<file path="config.mk">
export PLATFORM = sky130hd
export DESIGN_NAME = cp0_reg_dump
export DESIGN_NICKNAME = d
export VERILOG_FILES = /design/src/rtl/cp0_pkg.sv /design/src/rtl/cp0_idx_to_rdsel.sv /design/src/rtl/cp0_reg_dump.sv
export SDC_FILE = /design/constraint.sdc
export NUM_CORES = 1
export LEC_CHECK = 0
export CORE_ASPECT_RATIO = 1.4
export CORE_UTILIZATION = 45
export CTS_BUF_LIST = sky130_fd_sc_hd__clkbuf_2
export CTS_CLUSTER_SIZE = 10
export DETAILED_ROUTE_END_ITERATION = 10
export MAX_ROUTING_LAYER = met4
export PLACE_DENSITY = 0.77
export SYNTH_ARGS = -nofsm -noshare
export SYNTH_HDL_FRONTEND = slang
export SYNTH_SLANG_ARGS = --single-unit
</file>
<file path="constraint.sdc">
create_clock -name clk -period 4.1 [get_ports clk]
set_input_delay 0.82 -clock clk [delete_from_list [all_inputs] [get_ports clk]]
set_output_delay 0.82 -clock clk [all_outputs]
set_load 0.01 [all_outputs]
</file>
<file path="src/rtl/cp0_pkg.sv">
`default_nettype none
// +----------------------------------------------------------------------------+
// | Package   : cp0_pkg                                                         |
// | Purpose   : Shared constants, field widths and scan-state encoding for the |
// |             CP0 register dump engine.                                      |
// | Revision  : 1.0  initial release                                           |
// +----------------------------------------------------------------------------+
package cp0_pkg;

  // Flat register index space: 0..38, with 36 reserved (never read).
  localparam int CP0_NUM_IDX  = 39;
  localparam int CP0_RSVD_IDX = 36;

  // Field widths.
  localparam int CP0_IDX_W = 6;
  localparam int CP0_RD_W  = 5;
  localparam int CP0_SEL_W = 3;

  // Scan state machine.
  typedef enum logic [2:0] {
    ST_IDLE = 3'd0,
    ST_REQ  = 3'd1,
    ST_CAP  = 3'd2,
    ST_OUT  = 3'd3,
    ST_FIN  = 3'd4
  } scan_state_e;

endpackage
`default_nettype wire

</file>
<file path="src/rtl/cp0_idx_to_rdsel.sv">
`default_nettype none
// +----------------------------------------------------------------------------+
// | Module    : cp0_idx_to_rdsel                                                |
// | Purpose   : Combinational map from a flat CP0 register index to its        |
// |             (rd, sel) coordinates. Unmapped indices yield (0, 0).          |
// | Ports     : idx  in  [5:0]  flat register index                            |
// |             rd   out [4:0]  CP0 register number                            |
// |             sel  out [2:0]  CP0 select                                     |
// | Revision  : 1.0  initial release                                           |
// +----------------------------------------------------------------------------+
module cp0_idx_to_rdsel
  import cp0_pkg::*;
(
  input  logic [CP0_IDX_W-1:0] idx,
  output logic [CP0_RD_W-1:0]  rd,
  output logic [CP0_SEL_W-1:0] sel
);

  always_comb begin
    rd  = '0;
    sel = '0;
    if (idx <= 6'd11) begin
      // Low indices map one-to-one onto rd with select 0.
      rd = idx[CP0_RD_W-1:0];
    end else begin
      case (idx)
        6'd12:   begin rd = 5'd12; sel = 3'd1; end
        6'd13:   begin rd = 5'd12; sel = 3'd2; end
        6'd14:   begin rd = 5'd12; sel = 3'd3; end
        6'd15:   begin rd = 5'd12; sel = 3'd0; end
        6'd16:   begin rd = 5'd13; sel = 3'd0; end
        6'd17:   begin rd = 5'd14; sel = 3'd0; end
        6'd18:   begin rd = 5'd15; sel = 3'd1; end
        6'd19:   begin rd = 5'd15; sel = 3'd0; end
        6'd20:   begin rd = 5'd16; sel = 3'd1; end
        6'd21:   begin rd = 5'd16; sel = 3'd2; end
        6'd22:   begin rd = 5'd16; sel = 3'd3; end
        6'd23:   begin rd = 5'd16; sel = 3'd0; end
        6'd24:   begin rd = 5'd17; sel = 3'd0; end
        6'd25:   begin rd = 5'd18; sel = 3'd0; end
        6'd26:   begin rd = 5'd19; sel = 3'd0; end
        6'd27:   begin rd = 5'd23; sel = 3'd0; end
        6'd28:   begin rd = 5'd24; sel = 3'd0; end
        6'd29:   begin rd = 5'd25; sel = 3'd0; end
        6'd30:   begin rd = 5'd25; sel = 3'd1; end
        6'd31:   begin rd = 5'd26; sel = 3'd0; end
        6'd32:   begin rd = 5'd27; sel = 3'd0; end
        6'd33:   begin rd = 5'd28; sel = 3'd1; end
        6'd34:   begin rd = 5'd28; sel = 3'd0; end
        6'd35:   begin rd = 5'd29; sel = 3'd0; end
        6'd37:   begin rd = 5'd30; sel = 3'd0; end
        6'd38:   begin rd = 5'd31; sel = 3'd0; end
        default: begin rd = 5'd0;  sel = 3'd0; end
      endcase
    end
  end

endmodule
`default_nettype wire

</file>
<file path="src/rtl/cp0_reg_dump.sv">
`default_nettype none
// +----------------------------------------------------------------------------+
// | Module    : cp0_reg_dump                                                    |
// | Purpose   : Walks the flat CP0 index space 0..LAST_IDX (skipping SKIP_IDX),|
// |             reads each register and emits it as a valid/ready beat.        |
// | Ports     : clk, rst              clock, synchronous active-high reset     |
// |             start, abort          scan control; busy, done status          |
// |             cp0Re/cp0Rd/cp0Sel    CP0 read request (data one cycle later)  |
// |             cp0Rdata              CP0 read data                            |
// |             outValid/outReady     output handshake                         |
// |             outRegNum/outRd/outSel/outData  beat payload                   |
// | Revision  : 1.0  initial release                                           |
// +----------------------------------------------------------------------------+
module cp0_reg_dump
  import cp0_pkg::*;
#(
  parameter int LAST_IDX = CP0_NUM_IDX - 1,
  parameter int SKIP_IDX = CP0_RSVD_IDX
) (
  input  logic                 clk,
  input  logic                 rst,
  input  logic                 start,
  input  logic                 abort,
  output logic                 busy,
  output logic                 done,
  output logic                 cp0Re,
  output logic [CP0_RD_W-1:0]  cp0Rd,
  output logic [CP0_SEL_W-1:0] cp0Sel,
  input  logic [31:0]          cp0Rdata,
  output logic                 outValid,
  input  logic                 outReady,
  output logic [CP0_IDX_W-1:0] outRegNum,
  output logic [CP0_RD_W-1:0]  outRd,
  output logic [CP0_SEL_W-1:0] outSel,
  output logic [31:0]          outData
);

  // One extra bit so the index arithmetic can never wrap.
  localparam logic [CP0_IDX_W:0] C_LAST = (CP0_IDX_W+1)'(LAST_IDX);
  localparam logic [CP0_IDX_W:0] C_SKIP = (CP0_IDX_W+1)'(SKIP_IDX);

  scan_state_e            r_state;
  scan_state_e            w_state_nxt;
  logic [CP0_IDX_W-1:0]   r_idx;
  logic [CP0_IDX_W-1:0]   w_idx_nxt;
  logic [CP0_IDX_W:0]     w_idx_inc;
  logic                   w_last;
  logic                   w_capture;
  logic [CP0_RD_W-1:0]    w_map_rd;
  logic [CP0_SEL_W-1:0]   w_map_sel;

  logic [CP0_IDX_W-1:0]   r_out_num;
  logic [CP0_RD_W-1:0]    r_out_rd;
  logic [CP0_SEL_W-1:0]   r_out_sel;
  logic [31:0]            r_out_data;

  cp0_idx_to_rdsel u_idx_map (
    .idx (r_idx),
    .rd  (w_map_rd),
    .sel (w_map_sel)
  );

  // Next index, stepping over the reserved slot.
  always_comb begin
    w_idx_inc = {1'b0, r_idx} + 1'b1;
    if (w_idx_inc == C_SKIP) begin
      w_idx_inc = w_idx_inc + 1'b1;
    end
  end

  // Last beat either when idx reached LAST_IDX, or when the next index would
  // overshoot it (covers LAST_IDX landing on the reserved slot).
  assign w_last = ({1'b0, r_idx} >= C_LAST) || (w_idx_inc > C_LAST);

  always_ff @(posedge clk) begin
    if (rst) begin
      r_state <= ST_IDLE;
      r_idx   <= '0;
    end else begin
      r_state <= w_state_nxt;
      r_idx   <= w_idx_nxt;
    end
  end

  always_comb begin
    w_state_nxt = r_state;
    w_idx_nxt   = r_idx;
    w_capture   = 1'b0;
    case (r_state)
      ST_IDLE, ST_FIN: begin
        // FIN accepts a new start so back-to-back scans lose no cycle.
        w_state_nxt = ST_IDLE;
        if (start && !abort) begin
          w_state_nxt = ST_REQ;
          w_idx_nxt   = '0;
        end
      end
      ST_REQ: begin
        w_state_nxt = ST_CAP;
      end
      ST_CAP: begin
        w_state_nxt = ST_OUT;
        w_capture   = 1'b1;
      end
      ST_OUT: begin
        if (outReady) begin
          if (w_last) begin
            w_state_nxt = ST_FIN;
          end else begin
            w_state_nxt = ST_REQ;
            w_idx_nxt   = w_idx_inc[CP0_IDX_W-1:0];
          end
        end
      end
      default: begin
        w_state_nxt = ST_IDLE;
      end
    endcase
    // Abort overrides everything outside IDLE.
    if (abort && (r_state != ST_IDLE)) begin
      w_state_nxt = ST_IDLE;
      w_capture   = 1'b0;
    end
  end

  always_ff @(posedge clk) begin
    if (rst) begin
      r_out_num  <= '0;
      r_out_rd   <= '0;
      r_out_sel  <= '0;
      r_out_data <= '0;
    end else if (w_capture) begin
      r_out_num  <= r_idx;
      r_out_rd   <= w_map_rd;
      r_out_sel  <= w_map_sel;
      r_out_data <= cp0Rdata;
    end
  end

  assign busy      = (r_state == ST_REQ) || (r_state == ST_CAP) || (r_state == ST_OUT);
  assign done      = (r_state == ST_FIN);
  assign cp0Re     = (r_state == ST_REQ);
  assign cp0Rd     = cp0Re ? w_map_rd  : '0;
  assign cp0Sel    = cp0Re ? w_map_sel : '0;
  assign outValid  = (r_state == ST_OUT);
  assign outRegNum = r_out_num;
  assign outRd     = r_out_rd;
  assign outSel    = r_out_sel;
  assign outData   = r_out_data;

endmodule
`default_nettype wire

</file>
==> flow_metrics.tcl <==
set metrics [dict create \
    status "complete, no violations" \
    ir_drop_v 0.0001254 \
    setup_viol 0 \
    reg2reg_slack_ns 0.44 \
    rows 35 \
    grt_pass1_vias 2881 \
    max_freq_mhz 273.1 \
    gr-total-overflow 0 \
    multi_input_area_sq_mm 0.001710 \
    io_pins 95 \
    drive_gt1_frac 0.09583 \
    cts_root_buf "clkbuf_2" \
    ys_ff_latch 61 \
    worstRegToRegCells 13 \
    hold_viol_final 0 \
    grt_pass1_wl_um 12990 \
    cts_setup_buffers 0 \
    ys_seq_area_frac 0.3867 \
    syn_area_sq_mm 0.003158 \
    endpoint_kind "flip-flop" \
    regArea_sq_mm 0.001221 \
    worstSkewPairLatency_ns 0.47 \
    pwr-share-comb 0.074 \
    pwr-share-clk 0.352 \
    worstPathArrival_ns 4.07 \
    grt_use_total 0.2337 \
    gp_congestion 0.8956 \
    rsz0062_at_grt "no" \
    ys.warnings.count 0 \
    critPathLaunchType "flip-flop" \
    tns_ns 0 \
    seqPwrFrac 0.574 \
    final_util 0.6269 \
    antenna_found_initial 0 \
    cts_buffers 9 \
    power.leakage_uw 0.001517 \
    clock_path_buffers 2 \
    vias_per_cell 5.182 \
    area_delta_synth_final_pct 33.00 \
    synth_area_leader_cell "dfxtp_1" \
    ant_nets 0 \
    die_h_um 101.1 \
    dieWidth_um 72.80 \
    core_area_sq_mm 0.006700 \
    dp_hpwl_um 5804 \
    swShare 0.2507 \
    fin_skew_ns 0.02280 \
    critical_path_class "flip-flop to flip-flop" \
    h-tree-depth 3 \
    cts_hold_buffers 0 \
    synth_cell_types 70 \
    drv_slew 0 \
    worstPathMaxFanout 9 \
    cts_sinks 61 \
    p_per_area_mw_per_mm2 249.3 \
    drt-initial-drc-count 152 \
    clk_pin_slew_ns 0.18 \
    switching_power_uw 262.5 \
    post-route-min-period_ns 3.661 \
    netlist_instances 391 \
    diodes 0 \
    min_period_over_period 0.8930 \
    start_util 0.4713 \
    wl_um 7911 \
    ys_top_cells_by_count "nand2_1, dfxtp_1, a21oi_1, nor2_1, inv_1" \
    ctsResizeCount 0 \
    fp.dieArea_sq_mm 0.007362 \
    cts_tree "yes" \
    io_buffer_count 92 \
    grt_max_degree 58 \
    slew_headroom 0.4653 \
    startpoint "r_idx[0]" \
    synth_most_common_cell "nand2_1" \
    wl_per_cell_um 13.83 \
    synth_edf_count 0 \
    drv_cap 0 \
    p_int_uw 784.5 \
    avgSynthCellArea_sq_um 8.077 \
    synthTopCellsByArea "dfxtp_1, nand2_1, a21oi_1, ha_1, nor2_1" \
    dr_total_vias 2964 \
    synth_top_area_frac 0.3867 \
    async_reset_ff_frac 0 \
    worstPathRequired_ns 4.51 \
    nFillCells 599 \
    firstDrtPassIters 4 \
    r2r_start "r_idx[0]" \
    hp-class "flip-flop to flip-flop" \
    nets 526 \
    tightest_slew_ns 0.8021 \
    drc 0 \
    ys.flop_type "dfxtp_1" \
]
-- kinds of logic after synthesis --
kind of cell	count (synthesis)	share of synthesized area
adders and majority gates	14	0.05547
xor gates and xnor gates	7	0.01941
AOI/OAI and AO/OA	93	0.1937
DFF	61	0.3867
muxes	4	0.01347
buffers and inverters	45	0.07448
other	1	0.001187
and+or+nand+nor	166	0.2556
-- power groups by stage --
stage | sequential, uW | combinational, uW | clock (uW)
2_1_floorplan | 613 | 28.9 | 0
3_3_place_gp | 613 | 77.0 | 0
3_5_place_dp | 613 | 76.8 | 0
4_1_cts | 601 | 77.4 | 378
5_1_grt | 602 | 83.7 | 402
6_report | 601 | 77.0 | 369
-- cell usage in the layout (no fill, tap or decap), drive strengths merged, types with 4 or more instances in the layout --
cell,synthesis,layout
a21oi,45,45
a22oi,5,5
and2,7,7
buf,10,8
clkbuf,17,10
clkdlybuf4s50,0,91
clkinv,1,4
dfxtp,61,61
ha,14,14
inv,17,17
nand2,88,88
nand2b,6,6
nand3,7,7
nor2,31,31
nor3,8,8
o211ai,5,5
o21ai,9,9
xnor2,6,6
-- cell type report --
| type | count | area share |
|---|---|---|
| multi-input cells | 286 | 0.4072 |
| flip-flops and latches | 61 | 0.2907 |
| repair buffers | 99 | 0.2306 |
| well taps | 92 | 0.02741 |
| inverters | 18 | 0.01698 |
| clock inverters | 6 | 0.01519 |
| clock buffers | 10 | 0.01192 |
-- critical path: stages, from the launching register on --
cell      delay (ns)
dfxtp_1         0.53
ha_1            0.40
nor3b_1         0.37
a2111o_1        0.25
nor2_2          0.07
o21a_4          0.22
or4_4           0.53
o31ai_1         0.08
buf_4           0.18
ha_1            0.16
inv_1           0.04
or4b_1          0.52
a21oi_1         0.14
a211o_1         0.11
-- worst min path at each step --
stage,from,to,slack [ns],cells past startpoint
2_1_floorplan,flip-flop,outRd[4],0.46,2
3_3_place_gp,outData[9],outData[9],0.44,2
3_5_place_dp,outData[16],outData[16],0.45,2
4_1_cts,outData[16],outData[16],0.47,2
5_1_grt,outData[12],outData[12],0.48,2
6_report,outData[13],outData[13],0.47,2
-- through the flow --
step           area [sq um]  instances  worst slack (ns)  power (uW)  hold WS [ns]
2_1_floorplan          3162        392            0.6901       642.1        0.4571
3_3_place_gp           4086        556            0.3359       690.1        0.4410
3_5_place_dp           4086        556            0.2977       690.1        0.4459
4_1_cts                4200        572            0.4811        1056        0.4677
5_1_grt                4200        572            0.1698        1088        0.4843
6_report               4200        572            0.4386        1047        0.4658
-- routing by layer --
layer	share of wire	GRT usage	up-vias
li1	-	-	1493
met4	0.034	0.1222	0
met5	0	-	-
met1	0.42	0.2460	1359
met2	0.49	0.4062	90
met3	0.050	0.04800	22
Note: power is estimated with default switching activity, not from simulation.
